$ cat config.mk
export PLATFORM = sky130hd
export DESIGN_NAME = mdu_ctrl
export DESIGN_NICKNAME = d
export VERILOG_FILES = /design/src/rtl/mdu_ctrl_pkg.sv /design/src/rtl/mdu_ctrl.sv
export SDC_FILE = /design/constraint.sdc
export NUM_CORES = 1
export LEC_CHECK = 0
export CAP_MARGIN = 20
export CELL_PAD_IN_SITES_DETAIL_PLACEMENT = 2
export CELL_PAD_IN_SITES_GLOBAL_PLACEMENT = 2
export CORE_UTILIZATION = 25
export DETAILED_ROUTE_END_ITERATION = 8
export GPL_ROUTABILITY_DRIVEN = 0
export HOLD_SLACK_MARGIN = 0.05
export PLACE_DENSITY_LB_ADDON = 0.1
export SETUP_SLACK_MARGIN = 0.15
export SKIP_LAST_GASP = 1
export SLEW_MARGIN = 20
export SYNTH_ARGS = -nofsm -noshare
export SYNTH_HDL_FRONTEND = slang
export SYNTH_SLANG_ARGS = --single-unit
export TNS_END_PERCENT = 10
$ cat constraint.sdc
create_clock -name clk -period 6.9 [get_ports clk]
set_input_delay 1.725 -clock clk [delete_from_list [all_inputs] [get_ports clk]]
set_output_delay 1.725 -clock clk [all_outputs]
set_load 0.05 [all_outputs]
$ cat src/rtl/mdu_ctrl_pkg.sv
// Shared encodings for the MDU sequencing controller: MDU control codes,
// EX-stage request opcodes and controller state encoding.
package mdu_ctrl_pkg;

  localparam logic [4:0] MDU_NONE  = 5'd0;
  localparam logic [4:0] MDU_MULT  = 5'd1;
  localparam logic [4:0] MDU_MULTU = 5'd2;
  localparam logic [4:0] MDU_DIV   = 5'd3;
  localparam logic [4:0] MDU_DIVU  = 5'd4;

  typedef enum logic [2:0] {
    OP_NOP   = 3'd0,
    OP_MULT  = 3'd1,
    OP_MULTU = 3'd2,
    OP_DIV   = 3'd3,
    OP_DIVU  = 3'd4,
    OP_MTHI  = 3'd5,
    OP_MTLO  = 3'd6,
    OP_RSVD  = 3'd7
  } req_op_e;

  typedef enum logic [1:0] {
    ST_IDLE = 2'd0,
    ST_BUSY = 2'd1,
    ST_DONE = 2'd2
  } state_e;

endpackage

$ cat src/rtl/mdu_ctrl.sv
// MDU sequencing controller: issues mult/div work, stalls IF..EX during divides,
// owns HI/LO. Optional macro MDU_DIVZERO_EN retires zero-divisor divides locally.
module mdu_ctrl
  import mdu_ctrl_pkg::*;
#(
  parameter int W = 32
) (
  input  logic           clk,
  input  logic           rst,
  input  logic           flush,
  input  logic           stall_in,
  input  logic           req_valid,
  input  logic [2:0]     req_op,
  input  logic [W-1:0]   req_a,
  input  logic [W-1:0]   req_b,
  output logic [4:0]     mdu_control,
  output logic [W-1:0]   mdu_a,
  output logic [W-1:0]   mdu_b,
  output logic           mdu_en,
  output logic           mdu_clear,
  input  logic [2*W-1:0] mdu_result,
  input  logic           mdu_ready,
  output logic           stall_out,
  output logic [W-1:0]   hi,
  output logic [W-1:0]   lo
);

  state_e         state_q, state_d;
  logic [W-1:0]   a_q, a_d, b_q, b_d;
  logic           sgn_q, sgn_d;
  logic [W-1:0]   hi_q, hi_d, lo_q, lo_d;
  logic           accept_s;
  logic           divzero_s;

  assign accept_s = req_valid & ~flush & (state_q == ST_IDLE);

`ifdef MDU_DIVZERO_EN
  assign divzero_s = (req_b == {W{1'b0}});
`else
  assign divzero_s = 1'b0;
`endif

  // Next-state, HI/LO update and MDU drive for the current cycle.
  always_comb begin
    state_d     = state_q;
    a_d         = a_q;
    b_d         = b_q;
    sgn_d       = sgn_q;
    hi_d        = hi_q;
    lo_d        = lo_q;
    mdu_control = MDU_NONE;
    mdu_a       = req_a;
    mdu_b       = req_b;
    mdu_en      = 1'b0;
    mdu_clear   = 1'b0;
    stall_out   = 1'b0;
    if (rst) begin
      mdu_clear = 1'b1;
    end else begin
      case (state_q)
        ST_IDLE: begin
          if (accept_s) begin
            case (req_op)
              OP_MULT, OP_MULTU: begin
                mdu_control = (req_op == OP_MULT) ? MDU_MULT : MDU_MULTU;
                if (!stall_in) begin
                  {hi_d, lo_d} = mdu_result;
                end else begin
                  {hi_d, lo_d} = {hi_q, lo_q};
                end
              end
              OP_MTHI: begin
                if (!stall_in) hi_d = req_a;
                else           hi_d = hi_q;
              end
              OP_MTLO: begin
                if (!stall_in) lo_d = req_a;
                else           lo_d = lo_q;
              end
              OP_DIV, OP_DIVU: begin
                // Zero divisor retires here like a multiply, never reaching the MDU.
                if (divzero_s) begin
                  if (!stall_in) begin
                    hi_d = req_a;
                    lo_d = {W{1'b1}};
                  end else begin
                    {hi_d, lo_d} = {hi_q, lo_q};
                  end
                end else begin
                  mdu_control = (req_op == OP_DIV) ? MDU_DIV : MDU_DIVU;
                  a_d         = req_a;
                  b_d         = req_b;
                  sgn_d       = (req_op == OP_DIV);
                  state_d     = ST_BUSY;
                  stall_out   = 1'b1;
                end
              end
              default: state_d = ST_IDLE;
            endcase
          end else begin
            state_d = ST_IDLE;
          end
        end
        ST_BUSY: begin
          mdu_a       = a_q;
          mdu_b       = b_q;
          mdu_control = sgn_q ? MDU_DIV : MDU_DIVU;
          if (flush) begin
            mdu_clear = 1'b1;
            state_d   = ST_IDLE;
          end else begin
            mdu_en = 1'b1;
            if (mdu_ready) begin
              {hi_d, lo_d} = mdu_result;
              state_d      = stall_in ? ST_DONE : ST_IDLE;
            end else begin
              stall_out = 1'b1;
            end
          end
        end
        ST_DONE: begin
          // The held divide already committed; wait for EX to move on.
          if (flush || !stall_in) state_d = ST_IDLE;
          else                    state_d = ST_DONE;
        end
        default: state_d = ST_IDLE;
      endcase
    end
  end

  // State, operand latches and HI/LO registers with synchronous reset.
  always_ff @(posedge clk) begin
    if (rst) begin
      state_q <= ST_IDLE;
      a_q     <= {W{1'b0}};
      b_q     <= {W{1'b0}};
      sgn_q   <= 1'b0;
      hi_q    <= {W{1'b0}};
      lo_q    <= {W{1'b0}};
    end else begin
      state_q <= state_d;
      a_q     <= a_d;
      b_q     <= b_d;
      sgn_q   <= sgn_d;
      hi_q    <= hi_d;
      lo_q    <= lo_d;
    end
  end

  assign hi = hi_q;
  assign lo = lo_q;

endmodule

* Yosys cells after proc, flatten, opt, wreduce, memory -nomap -nowiden
Cells that the tools add are included.
Cells by class: add/sub/neg operators 0, multipliers 0, div/mod/pow operators 0, magnitude comparators 0, equality and inequality tests 18, shift-type cells 0, muxes and demuxes 43, bitwise gates (word level) 3, reduce and logical (&&, ||, !) cells 11
Operators with widths (number):
- 32-bit two-way mux | 13
- 32-bit one-hot mux with 2 select lines | 4
- 3-bit inequality test (second input constant) | 5
- 7-bit AND reduction | 2
- 2-bit two-way mux | 6
- 1-bit two-way mux | 11
- 5-bit one-hot mux with 2 select lines | 1
- 3-bit == test (second input constant) | 3
- 3-bit two-way mux | 3
- 3-bit by 2-bit == test with 1-bit output (second input constant) | 2
- 2-bit inequality test (second input constant) | 3
- 3-bit by 1-bit inequality test with 1-bit output (second input constant) | 2
- 2-bit one-hot mux with 3 select lines | 1
- 3-bit one-hot mux with 2 select lines | 1
- 5-bit two-way mux | 1
- 2-bit one-hot mux with 2 select lines | 1
- 2-bit OR reduction | 2
- 4-bit OR reduction | 1
- 3-bit by 1-bit == test with 1-bit output (second input constant) | 1
- 3-bit AND reduction | 1
- 1-bit AND | 2
- 2-bit by 1-bit == test with 1-bit output (second input constant) | 1
- 2-bit == test (second input constant) | 1
- 2-bit zero test | 1
- other kinds (6) | 6
Storage, ports and cells: bits in registers 131, latch bits 0, bits in writable memories 0, memory bits (read-only) 0, output and inout bits 136, word-level logic and storage cells 81, memories kept 0

* Logic depth before layout (Yosys ltp)
depth after elaboration 6, mapped depth 7

* Least setup slack after synthesis
OpenSTA, ideal clock, no wires.
path type input port to output port, start in flush, end out mdu_control[1], arrival 3685 ps, data required time 5175 ps, path slack 1490 ps, stages on the path 4, cells stage by stage or4b_2 > nor3b_1 > a21oi_1 > nor3_1
Between the ends: cells in the longest elaborated chain, start to end 6
Ends and longest elaborated chain:
- start, declared | RTL line mdu_ctrl.sv:10 | input logic flush,
- 1-bit NOT | RTL line mdu_ctrl.sv:35 | assign accept_s = req_valid & ~flush & (state_q == ST_IDLE);
- 1-bit AND (2 in series) | RTL line mdu_ctrl.sv:35
- 3-bit two-way mux | RTL line mdu_ctrl.sv:62 | if (accept_s) begin
- 5-bit one-hot mux with 2 select lines | RTL line mdu_ctrl.sv:60 | case (state_q)
- 5-bit two-way mux | RTL line mdu_ctrl.sv:57 | if (rst) begin
- end, declared | RTL line mdu_ctrl.sv:16 | output logic [4:0] mdu_control,
No other way between the ends.

* Worst setup path in the final report
start in flush, end out mdu_control[2]
Same word-level chain as after synthesis.

==> metrics.txt <==
Site Rows=58; Inserted Clock Buffers=17; Yosys reg bits=131; Antenna diodes=0; utilization after layout=39.9%; final WL=24.6 mm; final worst-path cycle share=90.0%; Num Clock Sinks=131; Final setup violation count=0; Die Y=162 um; I/O Pins=273; die area=0.0263 mm^2; setup ws final=0.693 ns; Initial DRC Count=148; max-cap violations=0; P&R area growth vs syn=56.7%; Post-Syn Area=0.00641 mm^2; total of cells resized after clock tree synthesis=0; floorplan core area=0.0252 mm^2; placed inst area=0.00939 mm^2; Post-CTS Setup Bufs=0; r2r endpoint=b_q[26]; total number of vias=6,010; antenna-violating nets left=0; number of global-route vias before repair=6,705; post-synth top area share=40.9%; DRC violations left=0; Placed Cells=1,237; CP required=5.18 ns; skew final=0.00848 ns; hold violation count in the final report=0; RSZ-0062 raised after global routing=no; Clock transition at path regs=0.06 ns; Synth Area per Inst=9.40 um^2; drt via density=4.74; gr ovfl total=0; reg2reg setup slack=4.25 ns; CP Launch Type=input pin; Main synth FF type=dfxtp_1; LEAKAGE=3.27 nW; worst-skew pair later-pin latency=0.42 ns; Peak VDD IR=0.000126 V; kind of critical path=input pin to output pin; most frequent cells in the layout=clkdlybuf4s50_1 (268), dfxtp_1 (131), nand2_1 (130), nor2_1 (68), a21oi_1 (67); CTS tree=built; fin. max-slew vios=0; status=finished clean; GRT Total Usage=18.8%; headroom to the max-slew limit=29.7%; largest net degree at the start of global routing=71; synth unique cells=34; FF-to-FF path depth=5; crit path capture=mdu_control[2]; port bufs=270; Initial Util=25.5%; DP HPWL=17.6 mm; post-synthesis sequential area ratio=40.9%; first-pass GRT wire length=38.0 mm; WP data arrival=4.48 ns; hold_buf cts=0; critical path startpoint=flush; NumNets Final=1,063; PwrDens=227 mW/mm^2; gate count after technology mapping=682; leading cell type in the layout, fill and taps excluded=clkdlybuf4s50_1; warnings from Yosys=0; Final Non-Filler Cells=1,269; Least-Margin Pin Slew=1.05 ns; f_max=0.161 GHz; critical path endpoint category=output pin; worst min path class=register to register; H-Tree Depth=4; layout cells sized above 1=18.8%; drt wl/cell=19.4 um; ys async rst share=0%; setup TNS=0 ns; root cell of the clock tree=clkbuf_16; Post-synth EDFFs=0; Tmin final=6.21 ns; Yosys top cell by area=dfxtp_1; pre-CTS WS=0.784 ns; Die W=162 um; initial antenna violation count=0; Design Area, Final=0.0100 mm^2; reg-to-reg startpoint=state_q[1]; Synth area leaders=dfxtp_1 (41%), mux2_2 (11%), a211oi_2 (11%); CP max FO=7; 1st-pass router iterations=3; Clock Path Buffers=2
critical path, stage by stage:
cell	delay [ns]
clkdlybuf4s50_1	0.55
nor4b_1	0.81
nand3b_1	0.20
a2bb2oi_1	0.17
nor3_1	0.16
clkdlybuf4s50_1	0.85
power by group:
| part | internal, mW | switching (mW) | total [mW] |
|---|---|---|---|
| clock | 0.662 | 0.365 | 1.03 |
| combinational | 0.189 | 0.269 | 0.458 |
| sequential | 0.780 | 0.0130 | 0.793 |
| total | 1.63 | 0.647 | 2.28 |
Yosys cell counts, types with 4 or more instances:
master    number
clkbuf_1      35
nor3_1         6
mux2_2        64
buf_1          6
nand2_1      130
mux2i_1       66
buf_2          4
dfxtp_1      131
nor2_1        69
buf_4          8
a21oi_1       67
buf_6          6
a211oi_1       8
a211oi_2      56
metal layers:
layer / wire [um] / track usage [%] / vias up / share of wire [%]
met3: 1200 / 4.21 / 19 / 4.9
met4: 299 / 5.02 / 0 / 1.2
met2: 12700 / 34.4 / 154 / 52
li1: - / - / 2865 / -
met5: 0 / 0 / - / 0
met1: 10400 / 22.0 / 2972 / 42
through the flow:
| step | hold WS (ns) | total power, mW |
|---|---|---|
| global placement | 0.438 | 1.26 |
| floorplan | 0.433 | 1.07 |
| finish | 0.458 | 2.28 |
| detailed placement | 0.449 | 1.27 |
| CTS | 0.460 | 2.32 |
| global route | 0.479 | 2.37 |
state kept, by name, indices dropped and copies added, names as in the netlist:
name     count
a_q         32
b_q         32
hi          32
lo          32
state_q      2
sgn_q        1
worst min-delay path by stage:
| stage | start | end | slack, ns | cells after the start |
|---|---|---|---|---|
| finish | a_q[5] | a_q[5] | 0.46 | 2 |
| global route | b_q[24] | b_q[24] | 0.48 | 2 |
| CTS | b_q[2] | b_q[2] | 0.46 | 2 |
| detailed placement | a_q[13] | a_q[13] | 0.45 | 2 |
| global placement | a_q[9] | a_q[9] | 0.44 | 2 |
| floorplan | a_q[0] | a_q[0] | 0.43 | 2 |
cell type report:
| type | count | area (um^2) |
|---|---|---|
| well taps | 330 | 413 |
| multi-input cells | 491 | 3500 |
| clock inverters | 12 | 203 |
| fillers | 2700 | 15100 |
| flip-flops and latches | 131 | 2620 |
| repair buffers | 283 | 2840 |
| clock buffers | 20 | 457 |
| inverters | 2 | 7.51 |
kinds of logic after synthesis:
family	synth area share, %
multiplexers	21.5
AND/OR/NAND/NOR	14.1
flip-flops	40.9
other	0.0585
AO/OA/AOI/OAI	18.6
buffers and inverters	4.82
Power figures use the tool's default switching activity.
